**src/rtl/gen_mod_pkg.sv**
```systemverilog
// Shared definitions for the harmonic modulation generator: FSM encoding and
// the widths agreed between the DDS, the register bank and the sweep controller.
package gen_mod_pkg;

    localparam int HP_W_DEF = 14;
    localparam int PH_W_DEF = 12;
    localparam int DW_W_DEF = 16;

    typedef enum logic [2:0] {
        IDLE  = 3'd0,
        ARM   = 3'd1,
        DWELL = 3'd2,
        STEP  = 3'd3,
        DONE  = 3'd4
    } state_t;

endpackage

```
**src/rtl/gen_mod_dwell_cnt.sv**
```systemverilog
// Counts DDS period boundaries and emits a registered one-cycle expire pulse
// on the trig that completes a dwell of `target` periods.
module gen_mod_dwell_cnt #(
    parameter int DW_W = 16
) (
    input  logic            clk,
    input  logic            rst,
    input  logic            clr,
    input  logic            trig,
    input  logic [DW_W-1:0] target,
    output logic            expire
);

    logic [DW_W-1:0] cnt;

    // target is never 0 here: the controller latches max(dwell, 1)
    always_ff @(posedge clk) begin
        if (rst || clr) begin
            cnt    <= '0;
            expire <= 1'b0;
        end else begin
            expire <= 1'b0;
            if (trig) begin
                if (cnt >= target - DW_W'(1)) begin
                    cnt    <= '0;
                    expire <= 1'b1;
                end else begin
                    cnt <= cnt + DW_W'(1);
                end
            end
        end
    end

endmodule

```
**src/rtl/gen_mod_sweep_ctrl.sv**
```systemverilog
// Drives the DDS increment/offset: boundary-aligned static updates from the
// register bank, or a linear hp sweep with per-step dwell, one-shot or looping.
module gen_mod_sweep_ctrl
    import gen_mod_pkg::*;
#(
    parameter int HP_W = HP_W_DEF,
    parameter int PH_W = PH_W_DEF,
    parameter int DW_W = DW_W_DEF
) (
    input  logic            clk,
    input  logic            rst,
    input  logic [HP_W-1:0] cfg_hp,
    input  logic [PH_W-1:0] cfg_phase,
    input  logic            cfg_upd,
    input  logic            sw_start,
    input  logic            sw_abort,
    input  logic            sw_loop,
    input  logic [HP_W-1:0] sw_hp_stop,
    input  logic [HP_W-1:0] sw_hp_step,
    input  logic [DW_W-1:0] sw_dwell,
    input  logic            harmonic_trig,
    output logic [HP_W-1:0] hp,
    output logic [PH_W-1:0] phase,
    output logic            dds_rst,
    output logic            busy,
    output logic            upd_pending,
    output logic            sweep_done,
    output logic [HP_W-1:0] step_idx
);

    state_t          state, state_n;
    logic [HP_W-1:0] hp_n, sh_hp, sh_hp_n, start_reg, start_n;
    logic [HP_W-1:0] stop_reg, stop_n, step_reg, step_n, idx_n;
    logic [PH_W-1:0] phase_n, sh_ph, sh_ph_n;
    logic [DW_W-1:0] dwell_reg, dwell_n;
    logic            loop_reg, loop_n, pend_n;
    logic [HP_W:0]   nxt;
    logic            expire;

    gen_mod_dwell_cnt #(.DW_W(DW_W)) u_dwell (
        .clk    (clk),
        .rst    (rst),
        .clr    (state != DWELL),
        .trig   (harmonic_trig && state == DWELL),
        .target (dwell_reg),
        .expire (expire)
    );

    always_comb begin
        state_n = state;
        hp_n    = hp;
        phase_n = phase;
        sh_hp_n = sh_hp;
        sh_ph_n = sh_ph;
        pend_n  = upd_pending;
        start_n = start_reg;
        stop_n  = stop_reg;
        step_n  = step_reg;
        dwell_n = dwell_reg;
        loop_n  = loop_reg;
        idx_n   = step_idx;
        // carry-out lands in the top bit so it reads as "past stop"
        nxt     = {1'b0, hp} + {1'b0, step_reg};

        case (state)
            IDLE: begin
                if (sw_start && !sw_abort) begin
                    state_n = ARM;
                    hp_n    = cfg_hp;
                    phase_n = cfg_phase;
                    start_n = cfg_hp;
                    stop_n  = sw_hp_stop;
                    step_n  = sw_hp_step;
                    dwell_n = (sw_dwell == '0) ? DW_W'(1) : sw_dwell;
                    loop_n  = sw_loop;
                    pend_n  = 1'b0;
                end else if (cfg_upd && harmonic_trig) begin
                    hp_n    = cfg_hp;
                    phase_n = cfg_phase;
                    pend_n  = 1'b0;
                end else if (cfg_upd) begin
                    sh_hp_n = cfg_hp;
                    sh_ph_n = cfg_phase;
                    pend_n  = 1'b1;
                end else if (upd_pending && (harmonic_trig || hp == '0)) begin
                    // hp==0 means the DDS is stalled and no boundary will come
                    hp_n    = sh_hp;
                    phase_n = sh_ph;
                    pend_n  = 1'b0;
                end
            end
            ARM: begin
                idx_n = '0;
                if (sw_abort)             state_n = IDLE;
                else if (start_reg == '0) state_n = DONE;
                else                      state_n = DWELL;
            end
            DWELL: begin
                if (sw_abort)    state_n = IDLE;
                else if (expire) state_n = STEP;
            end
            STEP: begin
                if (sw_abort) begin
                    state_n = IDLE;
                end else if (step_reg == '0 || nxt > {1'b0, stop_reg}) begin
                    if (loop_reg) begin
                        hp_n    = start_reg;
                        idx_n   = '0;
                        state_n = DWELL;
                    end else begin
                        state_n = DONE;
                    end
                end else begin
                    hp_n    = nxt[HP_W-1:0];
                    idx_n   = step_idx + HP_W'(1);
                    state_n = DWELL;
                end
            end
            DONE:    state_n = IDLE;
            default: state_n = IDLE;
        endcase
    end

    always_ff @(posedge clk) begin
        if (rst) begin
            state       <= IDLE;
            hp          <= '0;
            phase       <= '0;
            sh_hp       <= '0;
            sh_ph       <= '0;
            upd_pending <= 1'b0;
            start_reg   <= '0;
            stop_reg    <= '0;
            step_reg    <= '0;
            dwell_reg   <= DW_W'(1);
            loop_reg    <= 1'b0;
            step_idx    <= '0;
            dds_rst     <= 1'b0;
            busy        <= 1'b0;
            sweep_done  <= 1'b0;
        end else begin
            state       <= state_n;
            hp          <= hp_n;
            phase       <= phase_n;
            sh_hp       <= sh_hp_n;
            sh_ph       <= sh_ph_n;
            upd_pending <= pend_n;
            start_reg   <= start_n;
            stop_reg    <= stop_n;
            step_reg    <= step_n;
            dwell_reg   <= dwell_n;
            loop_reg    <= loop_n;
            step_idx    <= idx_n;
            dds_rst     <= (state_n == ARM);
            busy        <= (state_n != IDLE);
            sweep_done  <= (state_n == DONE);
        end
    end

endmodule

```
**config.mk**
```make
export PLATFORM = sky130hd
export DESIGN_NAME = gen_mod_sweep_ctrl
export DESIGN_NICKNAME = d
export VERILOG_FILES = /design/src/rtl/gen_mod_pkg.sv /design/src/rtl/gen_mod_dwell_cnt.sv /design/src/rtl/gen_mod_sweep_ctrl.sv
export SDC_FILE = /design/constraint.sdc
export NUM_CORES = 1
export LEC_CHECK = 0
export BUFFER_PORTS_ARGS = -buffer_cell sky130_fd_sc_hd__buf_2
export CORE_MARGIN = 5
export CORE_UTILIZATION = 50
export DETAILED_ROUTE_END_ITERATION = 10
export PLACE_DENSITY = 0.72
export SYNTH_ARGS = -nofsm -noshare
export SYNTH_HDL_FRONTEND = slang
export SYNTH_SLANG_ARGS = --single-unit
```
**constraint.sdc**
```tcl
create_clock -name clk -period 14.6 [get_ports clk]
set_input_delay 2.92 -clock clk [delete_from_list [all_inputs] [get_ports clk]]
set_output_delay 2.92 -clock clk [all_outputs]
set_load 0.005 [all_outputs]
```
==> results.md, run 1 <==
* Post-CTS setup buffers at 0
* Die width at 134.9 microns
* Setup_tns at 0 ns
* Main synth FF type: dfxtp_1
* Top cells by area, synth: dfxtp_1, nand2_1, a21oi_1, ha_1, mux2i_1
* Mapped Nets at 1086
* Share of layout cells above drive strength 1 at 0.1707
* Fillcell total at 1432
* Detailed Place HPWL at 14320 microns
* Final Cell Area at 0.009091 sq mm
* P_sw at 306.4 uW
* EDFF count, synth at 0
* GR Util All Layers at 0.2211
* Status: finished clean
* LEAKAGE at 0.003811 uW
* Slew Limit Headroom at 0.1951
* Post-route minimum period at 5.400 ns
* Final count of hold timing violations at 0
* Overflow after GRT at 0
* Post-synthesis sequential area ratio at 0.3826
* Clock power share at 0.411
* CTS Root Cell: clkbuf_16
* Commonest non-fill, non-tap cell in the layout: nand2_1
* Row count at 45
* Post_cts resized at 0
* H-tree depth at 4
* Worst min-delay path category: flip-flop to flip-flop
* Pre-antenna DRT Iters at 5
* Final Cycle Share at 0.3699
* Sw Ratio at 0.2849
* CTS buffer count at 17
* Yosys cell types at 62
* Clk buf depth at 2
* Critical Path Fanout Max at 16
* Flop and latch count out of synthesis at 149
* Setup Skew at 0.008886 ns
* Biggest area consumer among synthesized cells: dfxtp_1
* # setup viols final at 0
* Total number of vias at 6966
* Inst Count DP at 1245
* Comb power frac at 0.177
* Largest net degree at the start of global routing at 65
* Global-route wire length before repair at 32360 microns
* Multi-input logic area at 0.004519 sq mm
* IO Pins at 121
* Antenna cells at 0
* Hold Buf Count CTS at 0
* Max Cap Viol at 0
* Antenna violations before repair at 0
* DRC Markers at 0
* Initial Utilization at 0.5109
* PwrDens at 118.3 mW/mm^2
* Sequential share of power at 0.412
* Int Pwr at 769.3 uW
* Final net count at 1178
* Worst-path clk slew at 0.06 ns
* Area grow syn2layout at 16.61%
* Register Area at 0.002983 sq mm
* Post-Synthesis Cells at 961
* Worst-margin pin slew at 1.207 ns
* RSZ-0062 raised after global routing: false
* Post-Syn Area at 0.007796 sq mm
* Synth Warn # at 0
* # port buffers at 120
* Total wire length at 19770 microns
* GPL Wtd Cong at 0.9554
* Count of pins over their slew limit at 0
* Drt initial violations at 464
* CTS sink cnt at 149
* Core area at 0.01526 sq mm
* Endpoint class of the critical path: flip-flop
* Die area at 0.01819 sq mm
* Ys async rst share at 0
* Max Freq at 0.1852 GHz
* Final Non-Filler Cells at 1277
* Critical Path RT at 14.90 ns
* Most frequent cells in the layout: nand2_1, dfxtp_1, buf_2
* Mean post-synth cell area at 8.113 sq um
* Crit Path Class: flip-flop to flip-flop
* Clk Latency, worst-skew pair at 0.42 ns
* Post-DR vias/cell at 5.455
* Worst setup SP type: flip-flop
* Placed cell area at 0.008489 sq mm
* Final ANT Viol Nets at 0
* Die height at 134.9 microns
* Worst Hold Slack at 0.4516 ns
* Crit path DAT at 5.70 ns
* Pwr Total at 1076 uW
* CTS tree: yes
* Yosys top cell area share at 0.3826
* Vias in the first global route at 6633
* Worst-case vdd ir drop at 0.08143 mV
* Avg WL per Cell at 15.48 microns
routing by layer:
| layer | global-route usage | vias up | part of all wire |
|---|---|---|---|
| met5 | 0 | - | 0 |
| met4 | 0.06618 | 0 | 0.022 |
| met3 | 0.05999 | 28 | 0.049 |
| met2 | 0.3633 | 135 | 0.48 |
| met1 | 0.2849 | 3264 | 0.45 |
| li1 | - | 3539 | - |
cells in the mapped netlist, types with 3 or more instances:
cell	count
ha_1	47
a21oi_1	118
buf_2	4
o21ai_0	24
xnor2_1	24
a211oi_1	14
nor2b_1	5
a21o_1	13
nor3_1	15
and3_1	13
nand2_1	205
nand4_1	9
a41oi_1	3
nand4b_1	3
o2bb2ai_1	3
inv_1	26
nor3b_1	3
nor4_1	20
or3_1	4
clkbuf_1	42
nor2_2	3
xor2_1	21
mux2_2	10
nand2b_1	4
o21a_1	5
and2_1	4
dfxtp_1	149
mux2i_1	29
nor2_1	75
a211o_1	9
o21bai_1	3
nand3_1	10
nand3b_1	7
power by group through the flow:
stage | registers [uW] | clock network (uW) | logic [uW]
3_3_place_gp | 452 | 0 | 186
6_report | 443 | 443 | 190
2_1_floorplan | 448 | 0 | 138
5_1_grt | 446 | 471 | 211
3_5_place_dp | 452 | 0 | 188
4_1_cts | 443 | 450 | 190
stage by stage:
stage | worst slack, ns | utilization
6_report | 9.200 | 0.5958
5_1_grt | 8.874 | 0.5958
4_1_cts | 9.203 | 0.5958
3_5_place_dp | 9.043 | 0.5564
3_3_place_gp | 9.146 | 0.5564
2_1_floorplan | 9.798 | -
final cells by class:
class | instances | area share
clock inverters | 13 | 0.01638
inverters | 26 | 0.01073
repair buffers | 123 | 0.06881
well taps | 211 | 0.02904
clock buffers | 19 | 0.04982
multi-input cells | 736 | 0.4971
flip-flops and latches | 149 | 0.3281
logic make-up (layout without fill, tap and decap cells):
logic type	Yosys count	after routing	synth area share
and+or+nand+nor	390	390	0.2261
AOI/OAI and AO/OA	212	212	0.1695
DFF	149	149	0.3826
buffers and inverters	76	181	0.03868
adders and majority gates	48	48	0.07800
xor gates and xnor gates	45	45	0.05055
muxes	41	41	0.05457
path summary, 6_finish.rpt:
kind	cells after the start	to	slack [ns]	startpoint
worst min-delay path	2	sh_hp[2]	0.45	sh_hp[2]
worst max register to register	18	step_idx[13]	9.20	hp[1]
worst max-delay path	18	step_idx[13]	9.20	hp[1]
worst min register to register	2	sh_hp[2]	0.45	sh_hp[2]
critical path: stages, from the launching register on:
cell and delay, ns:
dfxtp_1 0.42, ha_1 0.28, a211o_1 0.29, a2111oi_0 0.63, o21ai_0 0.25, a41oi_1 0.34
o21bai_1 0.10, a21oi_1 0.21, xor2_1 0.21, inv_1 0.07, ha_1 0.30, and3_1 0.19
a221oi_1 0.32, a41oi_1 0.17, o41ai_4 0.58, o21ai_2 0.30, nor4_1 0.41, xnor2_1 0.18
nor2_2 0.04
No activity file was read; power rests on OpenSTA's default activity.
==> run 2, diff against run 1 <==
- ABC_AREA: not set -> 1
- PLACE_DENSITY: 0.72 -> 0.71
- clock period: 14.6 -> 5.6 ns (I/O delays scaled with it)
==> run 2 against run 1 <==
Flip-flop and latch count unchanged. Combinational power rose to 3.2 times the previous value. Routed wire length up 7.8%. Highest routed layer unchanged. Synthesized area up 5.2%. Cell area up 4.3%.
==> results.md, run 2 <==
* CTS Root Cell: clkbuf_16
* Antenna violations before repair at 0
* # setup viols final at 0
* Share of layout cells above drive strength 1 at 0.1443
* Sw Ratio at 0.3290
* Yosys cell types at 42
* Max Cap Viol at 0
* Mux share of post-synthesis cell area at 0
* Main synth FF type: dfxtp_1
* Post-DR vias/cell at 5.190
* DRC Markers at 0
* Core area at 0.01600 sq mm
* Endpoint class of the critical path: flip-flop
* Total number of vias at 7848
* Most frequent cells in the layout: nor2_1, nand2_1, dfxtp_1
* # port buffers at 120
* Crit path DAT at 4.96 ns
* Post-CTS setup buffers at 0
* Clk Latency, worst-skew pair at 0.43 ns
* Commonest non-fill, non-tap cell in the layout: nor2_1
* EDFF count, synth at 0
* Final net count at 1408
* Multi-input logic area at 0.004562 sq mm
* Final Cycle Share at 0.8276
* Clk buf depth at 2
* P_sw at 948.2 uW
* IO Pins at 121
* Worst-margin pin slew at 1.010 ns
* Post-Syn Area at 0.008200 sq mm
* GPL Wtd Cong at 0.8970
* Top cells by area, synth: dfxtp_1, nor2_1, nand2_1, o21ai_0, ha_1
* LEAKAGE at 0.004338 uW
* Status: finished clean
* PwrDens at 303.8 mW/mm^2
* Setup Skew at 0.007798 ns
* Clock power share at 0.380
* Biggest area consumer among synthesized cells: dfxtp_1
* Pre-antenna DRT Iters at 5
* Comb power frac at 0.211
* Die height at 138.1 microns
* Critical Path Fanout Max at 28
* CTS sink cnt at 149
* Setup_tns at 0 ns
* Ys async rst share at 0
* CTS tree: yes
* Overflow after GRT at 0
* Slew Limit Headroom at 0.3260
* Adder-Cell Fraction of Synth Area at 0.07415
* Initial Utilization at 0.5125
* Synth Warn # at 0
* Post-route minimum period at 4.635 ns
* Final Non-Filler Cells at 1512
* Largest net degree at the start of global routing at 68
* Mapped Nets at 1311
* Avg WL per Cell at 14.10 microns
* Die area at 0.01906 sq mm
* Post-synthesis sequential area ratio at 0.3637
* Worst min-delay path category: flip-flop to flip-flop
* RSZ-0062 raised after global routing: false
* Yosys top cell area share at 0.3637
* Post-synthesis xor/xnor area fraction at 0.04486
* Post-synth top cells: nor2_1, nand2_1, dfxtp_1, o21ai_0, inv_1
* Register Area at 0.002983 sq mm
* Final count of hold timing violations at 0
* Area grow syn2layout at 15.69%
* Hold Buf Count CTS at 0
* Fillcell total at 1572
* Inst Count DP at 1480
* Detailed Place HPWL at 15580 microns
* Total wire length at 21310 microns
* Post-synthesis simple-gate area fraction at 0.2934
* Count leader, synth: nor2_1
* H-tree depth at 4
* Die width at 138.1 microns
* Count of pins over their slew limit at 0
* Drt initial violations at 634
* Final ANT Viol Nets at 0
* Worst-path clk slew at 0.07 ns
* Global-route wire length before repair at 36120 microns
* Post-Synthesis Cells at 1186
* Largest family of logic cells by synthesized area: simple AND/OR/NAND/NOR gates
* Post-synthesis compound-gate area fraction at 0.1433
* CTS buffer count at 17
* Sequential share of power at 0.409
* Worst-case vdd ir drop at 0.2334 mV
* Flop and latch count out of synthesis at 149
* Mean post-synth cell area at 6.914 sq um
* Worst setup SP type: flip-flop
* Int Pwr at 1934 uW
* Max Freq at 0.2158 GHz
* Critical Path RT at 5.92 ns
* Antenna cells at 0
* Crit Path Class: flip-flop to flip-flop
* Row count at 46
* Post_cts resized at 0
* GR Util All Layers at 0.2241
* Vias in the first global route at 7505
## run 2: changes by cell type after synthesis, sizes merged, moves of 12 or more
| cell | change |
|---|---|
| nand4 | +14 |
| nand3 | +51 |
| mux2i | -29 |
| a21oi | -62 |
| xnor2 | -15 |
| nor2 | +164 |
| inv | +87 |
| o21ai | +102 |
| and3 | -14 |
| mux2 | -12 |
| xor2 | +12 |
## run 2: worst max-delay path, cell delays in order, from the launching register on
cell and delay [ns]:
dfxtp_1 0.35, ha_1 0.24, fa_1 0.44, nor3b_2 0.20, nor2_2 0.18, xor2_1 0.20, inv_1 0.06, ha_1 0.28
nand2_1 0.10, nor2_1 0.12, nand2_1 0.06, nand2_1 0.05, nand2_1 0.04, nand3_1 0.06, nand2_1 0.05, nand2_1 0.05
nand2_1 0.30, nand3_4 0.14, buf_4 0.31, nand2_2 0.06, nand2_1 0.33, nand2_1 0.37, buf_4 0.29, o21ai_0 0.16
nor2_1 0.06
## run 2: cell families after synthesis
logic type,Yosys count
compound gates,214
xor+xnor,42
fa+ha+maj,48
buf+inv,167
flops,149
simple gates,566
## run 2: stage by stage
stage / utilization / total power, uW / cell area (sq um) / setup WS (ns) / hold WS [ns]
global route: 0.5929 / 3049 / 9487 / 0.4446 / 0.4898
global placement: 0.5574 / 1797 / 8919 / 1.118 / 0.4549
floorplan: - / 1617 / 8200 / 2.278 / 0.4283
CTS: 0.5929 / 2905 / 9487 / 0.9428 / 0.4615
detailed placement: 0.5574 / 1809 / 8919 / 0.9622 / 0.4520
finish: 0.5929 / 2882 / 9487 / 0.9652 / 0.4604
## run 2: cell type report
class / count / area share
clock buffer: 17 / 0.04484
sequential: 149 / 0.3144
inverter: 116 / 0.04590
clock inverter: 15 / 0.01504
timing repair buffer: 129 / 0.07043
tap: 216 / 0.02849
multi-input combinational: 870 / 0.4809
## run 2: power by group through the flow
stage	clock (uW)	combinational, uW	sequential [uW]
after floorplan	0	428	1190
final	1090	608	1180
after detailed placement	0	607	1200
after CTS	1110	612	1180
after global placement	0	597	1200
after global routing	1160	701	1190
## run 2: metal layers
layer	track usage	vias up	wire [microns]
met5	0	-	0
met4	0.07384	0	476
met3	0.04897	39	1121
met2	0.3741	175	10070
met1	0.2889	3563	9645
li1	-	4071	-
## run 2: worst paths after layout
kind / startpoint / cells after the start / slack (ns) / endpoint
setup / recovery: hp[0] / 24 / 0.97 / hp[4]
hold / removal: u_dwell.expire / 2 / 0.46 / state[0]
setup reg to reg: hp[0] / 24 / 0.97 / hp[4]
hold reg to reg: u_dwell.expire / 2 / 0.46 / state[0]
==> run 3, diff against run 2 <==
- clock period: 5.6 -> 4.45 ns (I/O delays scaled with it)
==> run 3 against run 2 <==
Sequential share of layout area shrank 0.13 points. First-iteration DRC count shrank 15%. Utilization grew 0.24 points. Routed wire length grew 0.20%.
==> results.md, run 3 (synthesis gave the netlist of run 2 again) <==
* Status: finished clean
* CTS sink cnt at 149
* Commonest non-fill, non-tap cell in the layout: nor2_1
* Total wire length at 21350 microns
* Placed cell area at 0.008956 sq mm
* Most frequent cells in the layout: nor2_1, nand2_1, dfxtp_1
* Fillcell total at 1545
* Die width at 138.1 microns
* Worst-case vdd ir drop at 0.3729 mV
* Core area at 0.01600 sq mm
* Dpl ws at 0.8044 ns
* Setup_tns at 0 ns
* Pre-antenna DRT Iters at 5
* CP most frequent cell: nand2_1
* Area grow syn2layout at 16.16%
* Highest metal used: met4
* Final Cycle Share at 0.8268
* Crit path DAT at 4.01 ns
* Hold-critical path depth at 2
* Final ANT Viol Nets at 0
* Largest net degree at the start of global routing at 46
* Final core utilization at 0.5953
* Post-route minimum period at 3.679 ns
* Worst-path cell chain: ha_1 -> fa_1 -> nor3b_2 -> nor2_2 -> xor2_1 -> inv_1 -> ha_1 -> nand2_1 -> inv_2 -> a21oi_1 -> nand2_1 -> nand2_1 -> nand3_1 -> nand2_1 -> nand2_1 -> nand2_1 -> nand3_4 -> nand2_2 -> nand2_1 -> nand2_1 -> buf_4 -> nand3_1 -> nand2_1 -> nor2_1
* Met2 WL at 9895 microns
* Total number of vias at 7880
* WL met3 at 1179 microns
* Worst min-delay path category: flip-flop to flip-flop
* IO Pins at 121
* Worst-path clk slew at 0.07 ns
* LEAKAGE at 0.004369 uW
* CTS tree: yes
* Worst-margin pin slew at 0.7964 ns
* Row count at 46
* CP max-delay cell: fa_1
* Int Pwr at 2452 uW
* Slack of the critical path at 0.7706 ns
* DRC Markers at 0
* Critical Path Fanout Max at 12
* Antenna violations before repair at 0
* Crit Path Class: flip-flop to flip-flop
* Antenna cells at 0
* Sw Ratio at 0.3317
* Share of layout cells above drive strength 1 at 0.1476
* P_sw at 1217 uW
* Avg WL per Cell at 14.08 microns
* RSZ-0062 raised after global routing: false
* Worst R2R Path Depth at 24
* CTS buffer count at 17
* Critical Path RT at 4.78 ns
* Clk Latency, worst-skew pair at 0.44 ns
* Clock power share at 0.383
* Final Cell Area at 0.009525 sq mm
* Max Cap Viol at 0
* Endpoint class of the critical path: flip-flop
* Vias in the first global route at 7253
* Sequential share of power at 0.405
* GPL Wtd Cong at 0.9310
* Post-DR vias/cell at 5.194
* Final count of hold timing violations at 0
* Overflow after GRT at 0
* Setup Skew at 0.01339 ns
* # port buffers at 120
* Max Freq at 0.2718 GHz
* Drt initial violations at 536
* Final net count at 1413
* Die area at 0.01906 sq mm
* Comb power frac at 0.213
* PwrDens at 385.2 mW/mm^2
* Post-CTS setup buffers at 0
* Worst setup SP type: flip-flop
* Initial Utilization at 0.5125
* Count of pins over their slew limit at 0
* Detailed Place HPWL at 15420 microns
* # setup viols final at 0
* Wl on met1 at 9974 microns
* Slew Limit Headroom at 0.4658
* Post_cts resized at 0
* Global-route wire length before repair at 35350 microns
* Max stage delay on crit path at 0.45 ns
* CTS Root Cell: clkbuf_16
* Hold Buf Count CTS at 0
* GR Util All Layers at 0.2205
* Clk buf depth at 2
* H-tree depth at 4
* Die height at 138.1 microns
[run 3: power by group through the flow]
stage	registers (uW)	clock network (uW)	logic, uW
finish	1480	1400	780
global route	1490	1490	885
global placement	1510	0	763
floorplan	1500	0	538
CTS	1480	1420	782
detailed placement	1510	0	776
[run 3: layout make-up]
type                       instances  area (sq um)  share of cell area
clock buffer                      17         425.4             0.04466
clock inverter                    15         143.9             0.01511
inverter                         116         435.4             0.04571
multi-input combinational        870          4562              0.4789
sequential                       149          2983              0.3131
tap                              216         270.3             0.02837
timing repair buffer             134         705.7             0.07408
[run 3: per-layer routing]
layer,vias to the layer above,GRT usage
met5,-,0
met4,0,0.06084
met1,3579,0.2918
met3,21,0.05724
li1,4085,-
met2,195,0.3579
[run 3: critical path: cells and delay by family, from the launching register on]
family                   cells  cell delay (ns)
AO/OA/AOI/OAI                1             0.13
XOR/XNOR                     1             0.20
adder cells (fa/ha/maj)      3             0.97
buffers and inverters        3             0.35
flip-flops                   1             0.36
AND/OR/NAND/NOR             16             1.57
[run 3: worst paths after layout]
| kind | from | slack, ns | to |
|---|---|---|---|
| setup / recovery | hp[0] | 0.77 | hp[0] |
| hold / removal | u_dwell.expire | 0.46 | state[0] |
| setup reg to reg | hp[0] | 0.77 | hp[0] |
| hold reg to reg | u_dwell.expire | 0.46 | state[0] |
[run 3: per-stage QoR]
step,total power [uW],hold WS (ns),cells
finish,3669,0.4617,1517
global route,3870,0.4888,1517
CTS,3686,0.4620,1517
detailed placement,2288,0.4517,1485
global placement,2274,0.4516,1485
floorplan,2035,0.4283,1186
